--- config.mk ---
export PLATFORM = sky130hd
export DESIGN_NAME = cmd_parser
export DESIGN_NICKNAME = d
export VERILOG_FILES = /design/src/rtl/vga_pkg.sv /design/src/rtl/cmd_parser.sv
export SDC_FILE = /design/constraint.sdc
export NUM_CORES = 1
export LEC_CHECK = 0
export CAP_MARGIN = 20
export CORE_UTILIZATION = 45
export CTS_CLUSTER_DIAMETER = 150
export DETAILED_ROUTE_END_ITERATION = 12
export HOLD_SLACK_MARGIN = 0.06
export PLACE_DENSITY = 0.66
export SLEW_MARGIN = 10
export SYNTH_ARGS = -nofsm -noshare
export SYNTH_HDL_FRONTEND = slang
export SYNTH_SLANG_ARGS = --single-unit
--- constraint.sdc ---
create_clock -name clk -period 3.7 [get_ports clk]
set_input_delay 0.37 -clock clk [delete_from_list [all_inputs] [get_ports clk]]
set_output_delay 0.37 -clock clk [all_outputs]
set_load 0.03 [all_outputs]
--- src/rtl/vga_pkg.sv ---
// Shared header codes, channel/address limits and parser state encoding
// for the UART colour-command parser.
package vga_pkg;

  localparam logic [7:0] HDR_WRITE = 8'h57;
  localparam logic [7:0] HDR_NEXT  = 8'h4E;
  localparam logic [7:0] CH_FIRST  = 8'h30;
  localparam logic [7:0] CH_LAST   = 8'h33;
  localparam logic [3:0] ADDR_MIN  = 4'd3;
  localparam logic [3:0] ADDR_MAX  = 4'd8;

  typedef enum logic [2:0] {
    ST_IDLE    = 3'd0,
    ST_GET_CH  = 3'd1,
    ST_GET_PL  = 3'd2,
    ST_ISSUE   = 3'd3,
    ST_NEXT_HI = 3'd4,
    ST_NEXT_LO = 3'd5
  } state_t;

  function automatic logic is_channel(input logic [7:0] b);
    return (b >= CH_FIRST) && (b <= CH_LAST);
  endfunction

  function automatic logic addr_ok(input logic [3:0] a);
    return (a >= ADDR_MIN) && (a <= ADDR_MAX);
  endfunction

endpackage

--- src/rtl/cmd_parser.sv ---
// Parses 3-byte UART frames ('W' write / 'N' next-preset) into colour
// register-file write requests and preset-advance pulses.
//
// state      | meaning
// -----------+-----------------------------------------------------------
// ST_IDLE    | waiting for a 'W' or 'N' header; other bytes ignored
// ST_GET_CH  | header seen, waiting for channel byte '0'..'3'
// ST_GET_PL  | channel seen, waiting for payload byte
// ST_ISSUE   | valid high, waiting up to ACK_CYC cycles for ack
// ST_NEXT_HI | color_next high for NEXT_HOLD cycles
// ST_NEXT_LO | color_next low for NEXT_HOLD cycles before returning idle
module cmd_parser
  import vga_pkg::*;
#(
  parameter logic [15:0] TIMEOUT_CYC = 16'd50000,
  parameter logic [7:0]  ACK_CYC     = 8'd16,
  parameter logic [3:0]  NEXT_HOLD   = 4'd4
) (
  input  logic       clk,
  input  logic       rst,
  input  logic [7:0] rx_byte,
  input  logic       rx_valid,
  input  logic       ack,
  output logic [1:0] channel,
  output logic [3:0] address,
  output logic [3:0] data,
  output logic       valid,
  output logic       color_next,
  output logic       busy,
  output logic       err
);

  localparam logic [15:0] LD_TIMEOUT = TIMEOUT_CYC - 16'd1;
  localparam logic [15:0] LD_ACK     = {8'd0, ACK_CYC} - 16'd1;
  localparam logic [15:0] LD_HOLD    = {12'd0, NEXT_HOLD} - 16'd1;

  state_t      r_state, w_state_nxt;
  logic [15:0] r_cnt, w_cnt_nxt;
  logic        r_is_write, w_is_write_nxt;
  logic [1:0]  r_ch_pend, w_ch_pend_nxt;
  logic [1:0]  r_channel, w_channel_nxt;
  logic [3:0]  r_address, w_address_nxt;
  logic [3:0]  r_data, w_data_nxt;
  logic        r_err, w_err_nxt;
  logic        w_tc;

  assign w_tc = (r_cnt == 16'd0);

  always_ff @(posedge clk or negedge rst) begin
    if (!rst) begin
      r_state    <= ST_IDLE;
      r_cnt      <= 16'd0;
      r_is_write <= 1'b0;
      r_ch_pend  <= 2'd0;
      r_channel  <= 2'd0;
      r_address  <= 4'd0;
      r_data     <= 4'd0;
      r_err      <= 1'b0;
    end else begin
      r_state    <= w_state_nxt;
      r_cnt      <= w_cnt_nxt;
      r_is_write <= w_is_write_nxt;
      r_ch_pend  <= w_ch_pend_nxt;
      r_channel  <= w_channel_nxt;
      r_address  <= w_address_nxt;
      r_data     <= w_data_nxt;
      r_err      <= w_err_nxt;
    end
  end

  // One shared down-counter: byte timeout, ack wait and hold dwell.
  always_comb begin
    w_state_nxt    = r_state;
    w_cnt_nxt      = r_cnt;
    w_is_write_nxt = r_is_write;
    w_ch_pend_nxt  = r_ch_pend;
    w_channel_nxt  = r_channel;
    w_address_nxt  = r_address;
    w_data_nxt     = r_data;
    w_err_nxt      = 1'b0;
    case (r_state)
      ST_IDLE: begin
        if (rx_valid && ((rx_byte == HDR_WRITE) || (rx_byte == HDR_NEXT))) begin
          w_state_nxt    = ST_GET_CH;
          w_cnt_nxt      = LD_TIMEOUT;
          w_is_write_nxt = (rx_byte == HDR_WRITE);
        end
      end
      ST_GET_CH: begin
        if (rx_valid) begin
          if (is_channel(rx_byte)) begin
            w_state_nxt   = ST_GET_PL;
            w_cnt_nxt     = LD_TIMEOUT;
            w_ch_pend_nxt = rx_byte[1:0];
          end else begin
            w_state_nxt = ST_IDLE;
            w_err_nxt   = 1'b1;
          end
        end else if (w_tc) begin
          w_state_nxt = ST_IDLE;
          w_err_nxt   = 1'b1;
        end else begin
          w_cnt_nxt = r_cnt - 16'd1;
        end
      end
      ST_GET_PL: begin
        if (rx_valid) begin
          if (!r_is_write) begin
            w_state_nxt   = ST_NEXT_HI;
            w_cnt_nxt     = LD_HOLD;
            w_channel_nxt = r_ch_pend;
          end else if (addr_ok(rx_byte[7:4])) begin
            w_state_nxt   = ST_ISSUE;
            w_cnt_nxt     = LD_ACK;
            w_channel_nxt = r_ch_pend;
            w_address_nxt = rx_byte[7:4];
            w_data_nxt    = rx_byte[3:0];
          end else begin
            w_state_nxt = ST_IDLE;
            w_err_nxt   = 1'b1;
          end
        end else if (w_tc) begin
          w_state_nxt = ST_IDLE;
          w_err_nxt   = 1'b1;
        end else begin
          w_cnt_nxt = r_cnt - 16'd1;
        end
      end
      ST_ISSUE: begin
        w_err_nxt = rx_valid;
        if (ack) begin
          w_state_nxt = ST_IDLE;
        end else if (w_tc) begin
          w_state_nxt = ST_IDLE;
          w_err_nxt   = 1'b1;
        end else begin
          w_cnt_nxt = r_cnt - 16'd1;
        end
      end
      ST_NEXT_HI: begin
        w_err_nxt = rx_valid;
        if (w_tc) begin
          w_state_nxt = ST_NEXT_LO;
          w_cnt_nxt   = LD_HOLD;
        end else begin
          w_cnt_nxt = r_cnt - 16'd1;
        end
      end
      ST_NEXT_LO: begin
        w_err_nxt = rx_valid;
        if (w_tc) begin
          w_state_nxt = ST_IDLE;
        end else begin
          w_cnt_nxt = r_cnt - 16'd1;
        end
      end
      default: w_state_nxt = ST_IDLE;
    endcase
  end

  assign channel    = r_channel;
  assign address    = r_address;
  assign data       = r_data;
  assign err        = r_err;
  assign valid      = (r_state == ST_ISSUE);
  assign color_next = (r_state == ST_NEXT_HI);
  assign busy       = (r_state != ST_IDLE);

endmodule

* Word level (Yosys, flattened, before mapping) *
Cells that the tools add are included.

cells by class
  reduce and logical (&&, ||, !) cells = 15
  add/subtract/negate cells = 1
  order comparisons = 4
  mux-type cells = 31
  equality and inequality tests = 13

operator list
  cell                     count
  $mux W16                 9
  $pmux W16 S6             1
  $mux W3                  7
  $pmux W3 S6              1
  $eq A8 B7 Y1 const B     2
  $logic_not A16 Y1        1
  $sub A16 B1 Y16 const B  1
  $ge A8 B6 Y1 const B     1
  $le A8 B6 Y1 const B     1
  $mux W1                  8
  $mux W2                  4
  $eq A3 B2 Y1 const B     2
  $eq A3 B3 Y1 const B     2
  $reduce_and A3 Y1        2
  $reduce_bool A6 Y1       1
  $reduce_and A5 Y1        1
  $ge A4 B2 Y1 const B     1
  $le A4 B4 Y1 const B     1
  $ne A2 B1 Y1 const B     2
  $ne A2 B2 Y1 const B     2
  $ne A4 B4 Y1 const B     1
  $pmux W1 S4              1
  $reduce_and A2 Y1        2
  $reduce_and A4 Y1        1
  other kinds (7)          9

word-level totals
  input bits = 12
  register bits = 33
  word-level logic and storage cells = 72

* Depth between registers and ports, before layout *
  depth in word-level cells = 6
  mapped depth = 12
  gate-level depth less buffers = 11

* Worst setup path before layout *
OpenSTA, ideal clock, no wires.

  path kind = register to register
  start point = register r_cnt[0]
  end point = register r_cnt[0]
  stages on the path, launching flop included = 11
  data arrival time = 2325 ps
  buffers on the path = 1
  setup time = 131 ps
  slack = 1244 ps
  data required time = 3569 ps
  path through = dfrtp_1 -> inv_1 -> ha_1 -> or3b_1 -> or3_1 -> buf_2 -> nor2_4 -> inv_1 -> ha_1 -> o32ai_1 -> o21ai_0

between the ends
  word-level cells in the longest chain between the ends = 4
  elaborated cells between the ends (all ways) = 8

RTL lines
  element                                                      RTL line                                                source
  start, declared                                              cmd_parser.sv:38                                        logic [15:0] r_cnt, w_cnt_nxt;
  start signal, assigned                                       cmd_parser.sv:61                                        r_cnt <= w_cnt_nxt;
  $sub A16 B1 Y16 / $logic_not A16 Y1 (equally long branches)  n/a
  $mux W16                                                     n/a
  $mux W16 (on tied branches)                                  cmd_parser.sv:131, cmd_parser.sv:90, cmd_parser.sv:107
  $pmux W16 S6 *                                               cmd_parser.sv:81                                        case (r_state)

Every way passes the cells marked *; elsewhere a longest branch is shown, timed or not. The select of a mux whose other input is x is not followed.
A chain may end at the register's enable or synchronous reset.

* Worst setup path after layout *
Ends and elaborated chain as after synthesis.

==> summary.md <==
| Metric | Value |
|---|---|
| Tcrit/Tclk final | `0.763` |
| FFs w/ async S/R, synth | `1.00` |
| Crit-path cells | `inv_1 -> ha_1 -> or3b_1 -> or3_1 -> nor2_4 -> inv_1 -> ha_1 -> inv_1 -> mux2i_1 -> o32ai_1 -> o21ai_0` |
| Hold crit path type | `in -> async` |
| MaxCap Viol Count | `0` |
| Area occupied by multi-input gates | `1310 sq um` |
| DIE AREA | `5340 sq um` |
| Peak supply drop | `0.175 mV` |
| Number of max-slew violations in the final report | `0` |
| Peak Freq | `354 MHz` |
| Post-synthesis cell type count | `59` |
| Power Internal | `509 uW` |
| Post-route setup slack | `0.878 ns` |
| RR Endpoint | `r_cnt[0]` |
| Die Width | `73.1 microns` |
| Initial antenna violation count | `0` |
| Row count | `25` |
| Critical Path End Type | `register` |
| Starting Density | `0.475` |
| Setup violations, final | `0` |
| # DRC | `0` |
| Largest net degree at the start of global routing | `34` |
| Core area | `4790 sq um` |
| CTS clk-pin slew, worst paths | `0.07 ns` |
| Initial DRC Count | `190` |
| Global-route wire length before repair | `9300 microns` |
| Post-synth EDFFs | `0` |
| Sw Share | `0.237` |
| Routed WL | `5470 microns` |
| Ys Warns | `0` |
| Largest area contributor in the netlist | `dfrtp_1` |
| Wire per inst | `16.1 microns` |
| Max incr delay on CP | `0.53 ns` |
| Crit. path cell count | `11` |
| Post-Synthesis Cells | `251` |
| Synthesized area per cell | `9.05 sq um` |
| Pre-CTS WS | `0.847 ns` |
| Vias in the first global route | `1872` |
| Antenna Diode Count | `0` |
| Static Leak | `1.03 nW` |
| Layout cells sized above 1 | `0.132` |
| Gr ovfl total | `0` |
| Post-DP HPWL | `3910 microns` |
| R2R setup slack | `0.88 ns` |
| Worst Path Required | `3.91 ns` |
| Synth Net Count | `265` |
| Final hold viol count | `0` |
| Longest Clk Path Bufs | `2` |
| Most used flip-flop cell after synthesis | `dfrtp_1` |
| H-tree levels | `2` |
| PD cells | `252 nW/um^2` |
| Top delay family on crit path | `simple AND/OR/NAND/NOR gates` |
| CTS tree | `done` |
| Post-synth top area share | `0.363` |
| CTS Buf Count | `5` |
| Worst slew margin | `0.407` |
| Worst Path Arrival | `3.03 ns` |
| DIE HEIGHT | `73.1 microns` |
| Ports | `26` |
| Most common cell on crit path | `inv_1` |
| Net switching power | `158 uW` |
| Worst-margin pin slew | `0.889 ns` |
| CP max-delay cell | `or3_1` |
| Post-CTS Hold Buffers | `0` |
| Comb power frac | `0.061` |
| Routability cong. | `0.860` |
| Tot GR Track Use | `0.226` |
| Fin crit period | `2.82 ns` |
| Status | `finished, final reports clean` |
| # clock sinks | `33` |
| Crit path buf inv count | `3` |
| Worst R2R Path Depth | `11` |
| RR Startpoint | `r_cnt[0]` |
| Crit-path max FO | `9` |
| Antenna-violating nets left | `0` |
| Register area share after synthesis | `0.363` |
| Synth Register Bits | `33` |
| Critical path launch point type | `register` |
| I/O Buffers | `25` |
| Via density | `5.97` |
| Synthesized cell area | `2270 sq um` |
| Worst skew pair latency | `0.28 ns` |
| Fillers | `442` |
| Setup TNS | `0 ns` |
| Reg area | `826 sq um` |
| Final Skew | `0.00695 ns` |
| Post-CTS Setup Inserts | `0` |
| Crit Path Class | `reg -> reg` |
| Resized Gates After CTS | `0` |
| Root Driver | `clkbuf_8` |
| Synth top area cells | `dfrtp_1 36%, mux2_2 5.5%, nand2_1 3.8%` |
| P&R area growth vs syn | `16.5%` |
| RSZ-0062 raised after global routing | `no` |
| Nets | `286` |
| Via Count | `2029` |
| Clk pwr share | `0.397` |
| Pre-Repair DR Iteration Count | `4` |
| Sequential power share | `0.542` |
## layer usage
layer | track usage | wire length [microns] | share of wire | vias up
li1 | - | - | - | 996
met3 | 0.0401 | 199 | 0.036 | 6
met4 | 0.0610 | 51 | 0.0093 | 0
met1 | 0.330 | 2740 | 0.50 | 981
met5 | 0 | 0 | 0 | -
met2 | 0.341 | 2480 | 0.45 | 46
## cell usage in the layout, fill, tap and decap left out, types with 3 or more instances in the layout
cell             instances
a211oi_1                 8
a31oi_1                  4
a2bb2oi_1                7
a21oi_1                  7
nor4_1                   3
nor3_1                  10
mux2_2                  11
nand2_1                 23
dfrtp_1                 33
clkbuf_8                 5
nor3_2                   3
a41oi_1                  3
nor2b_1                  4
nand4_1                  4
clkdlybuf4s50_1         25
inv_1                   19
nor2_1                  15
o21ai_0                 13
o32ai_1                  4
o211ai_1                 5
a211o_1                  3
nand3_1                  8
buf_4                    3
## cells in the mapped netlist, drive strengths merged, types with 3 or more instances
| library cell | count |
|---|---|
| clkbuf | 9 |
| a21oi | 7 |
| a211oi | 8 |
| buf | 5 |
| inv | 19 |
| a2bb2oi | 7 |
| nand3 | 8 |
| or2 | 3 |
| a41oi | 3 |
| mux2 | 11 |
| o32ai | 4 |
| nor4 | 4 |
| nor2 | 16 |
| dfrtp | 33 |
| a31oi | 4 |
| o21ai | 15 |
| a211o | 3 |
| o211ai | 5 |
| nor2b | 4 |
| nand2 | 23 |
| nor3 | 14 |
| nand4 | 4 |
## logic make-up after synthesis
logic type,count (synthesis),synth area share
buffers and inverters,33,0.0600
AO/OA/AOI/OAI,74,0.253
adder cells (fa/ha/maj),2,0.0110
multiplexers,13,0.0633
AND/OR/NAND/NOR,96,0.249
flip-flops,33,0.363
## power groups by stage
stage | Sequential (mW) | Clock [mW] | Combinational [mW]
global route | 0.361 | 0.286 | 0.0453
finish | 0.361 | 0.265 | 0.0407
global placement | 0.368 | 0 | 0.0411
floorplan | 0.369 | 0 | 0.0120
CTS | 0.361 | 0.270 | 0.0413
detailed placement | 0.368 | 0 | 0.0413
## sequential cells by signal, summed over array words and instances (netlist names)
| register | count |
|---|---|
| address | 4 |
| data | 4 |
| r_is_write | 1 |
| r_cnt | 16 |
| r_state | 3 |
| r_ch_pend | 2 |
| channel | 2 |
| err | 1 |
## worst max-delay path by stage
stage / start / end / slack (ns)
5_1_grt: r_cnt[0] / r_cnt[0] / 0.66
3_5_place_dp: rx_byte[4] / r_cnt[2] / 0.85
3_3_place_gp: rx_valid / r_cnt[11] / 0.86
2_1_floorplan: r_cnt[0] / r_cnt[0] / 1.24
6_report: r_cnt[0] / r_cnt[0] / 0.88
4_1_cts: r_cnt[0] / r_cnt[0] / 0.90
## per-stage QoR
step                       util  total power, mW  area [sq um]  std cells  hold WS, ns
after floorplan               -            0.381          2270        251       0.0744
after global placement    0.536            0.409          2560        332        0.477
after detailed placement  0.536            0.409          2560        332        0.486
after CTS                 0.553            0.673          2650        340        0.502
after global routing      0.553            0.692          2650        340        0.522
final                     0.553            0.667          2650        340        0.495
## area by class of cell
class,instances,share of cell area
multi-input cells,185,0.495
clock inverters,2,0.00378
flip-flops and latches,33,0.312
well taps,67,0.0317
repair buffers,28,0.103
inverters,19,0.0270
clock buffers,6,0.0274
No activity file was read; power rests on OpenSTA's default activity.
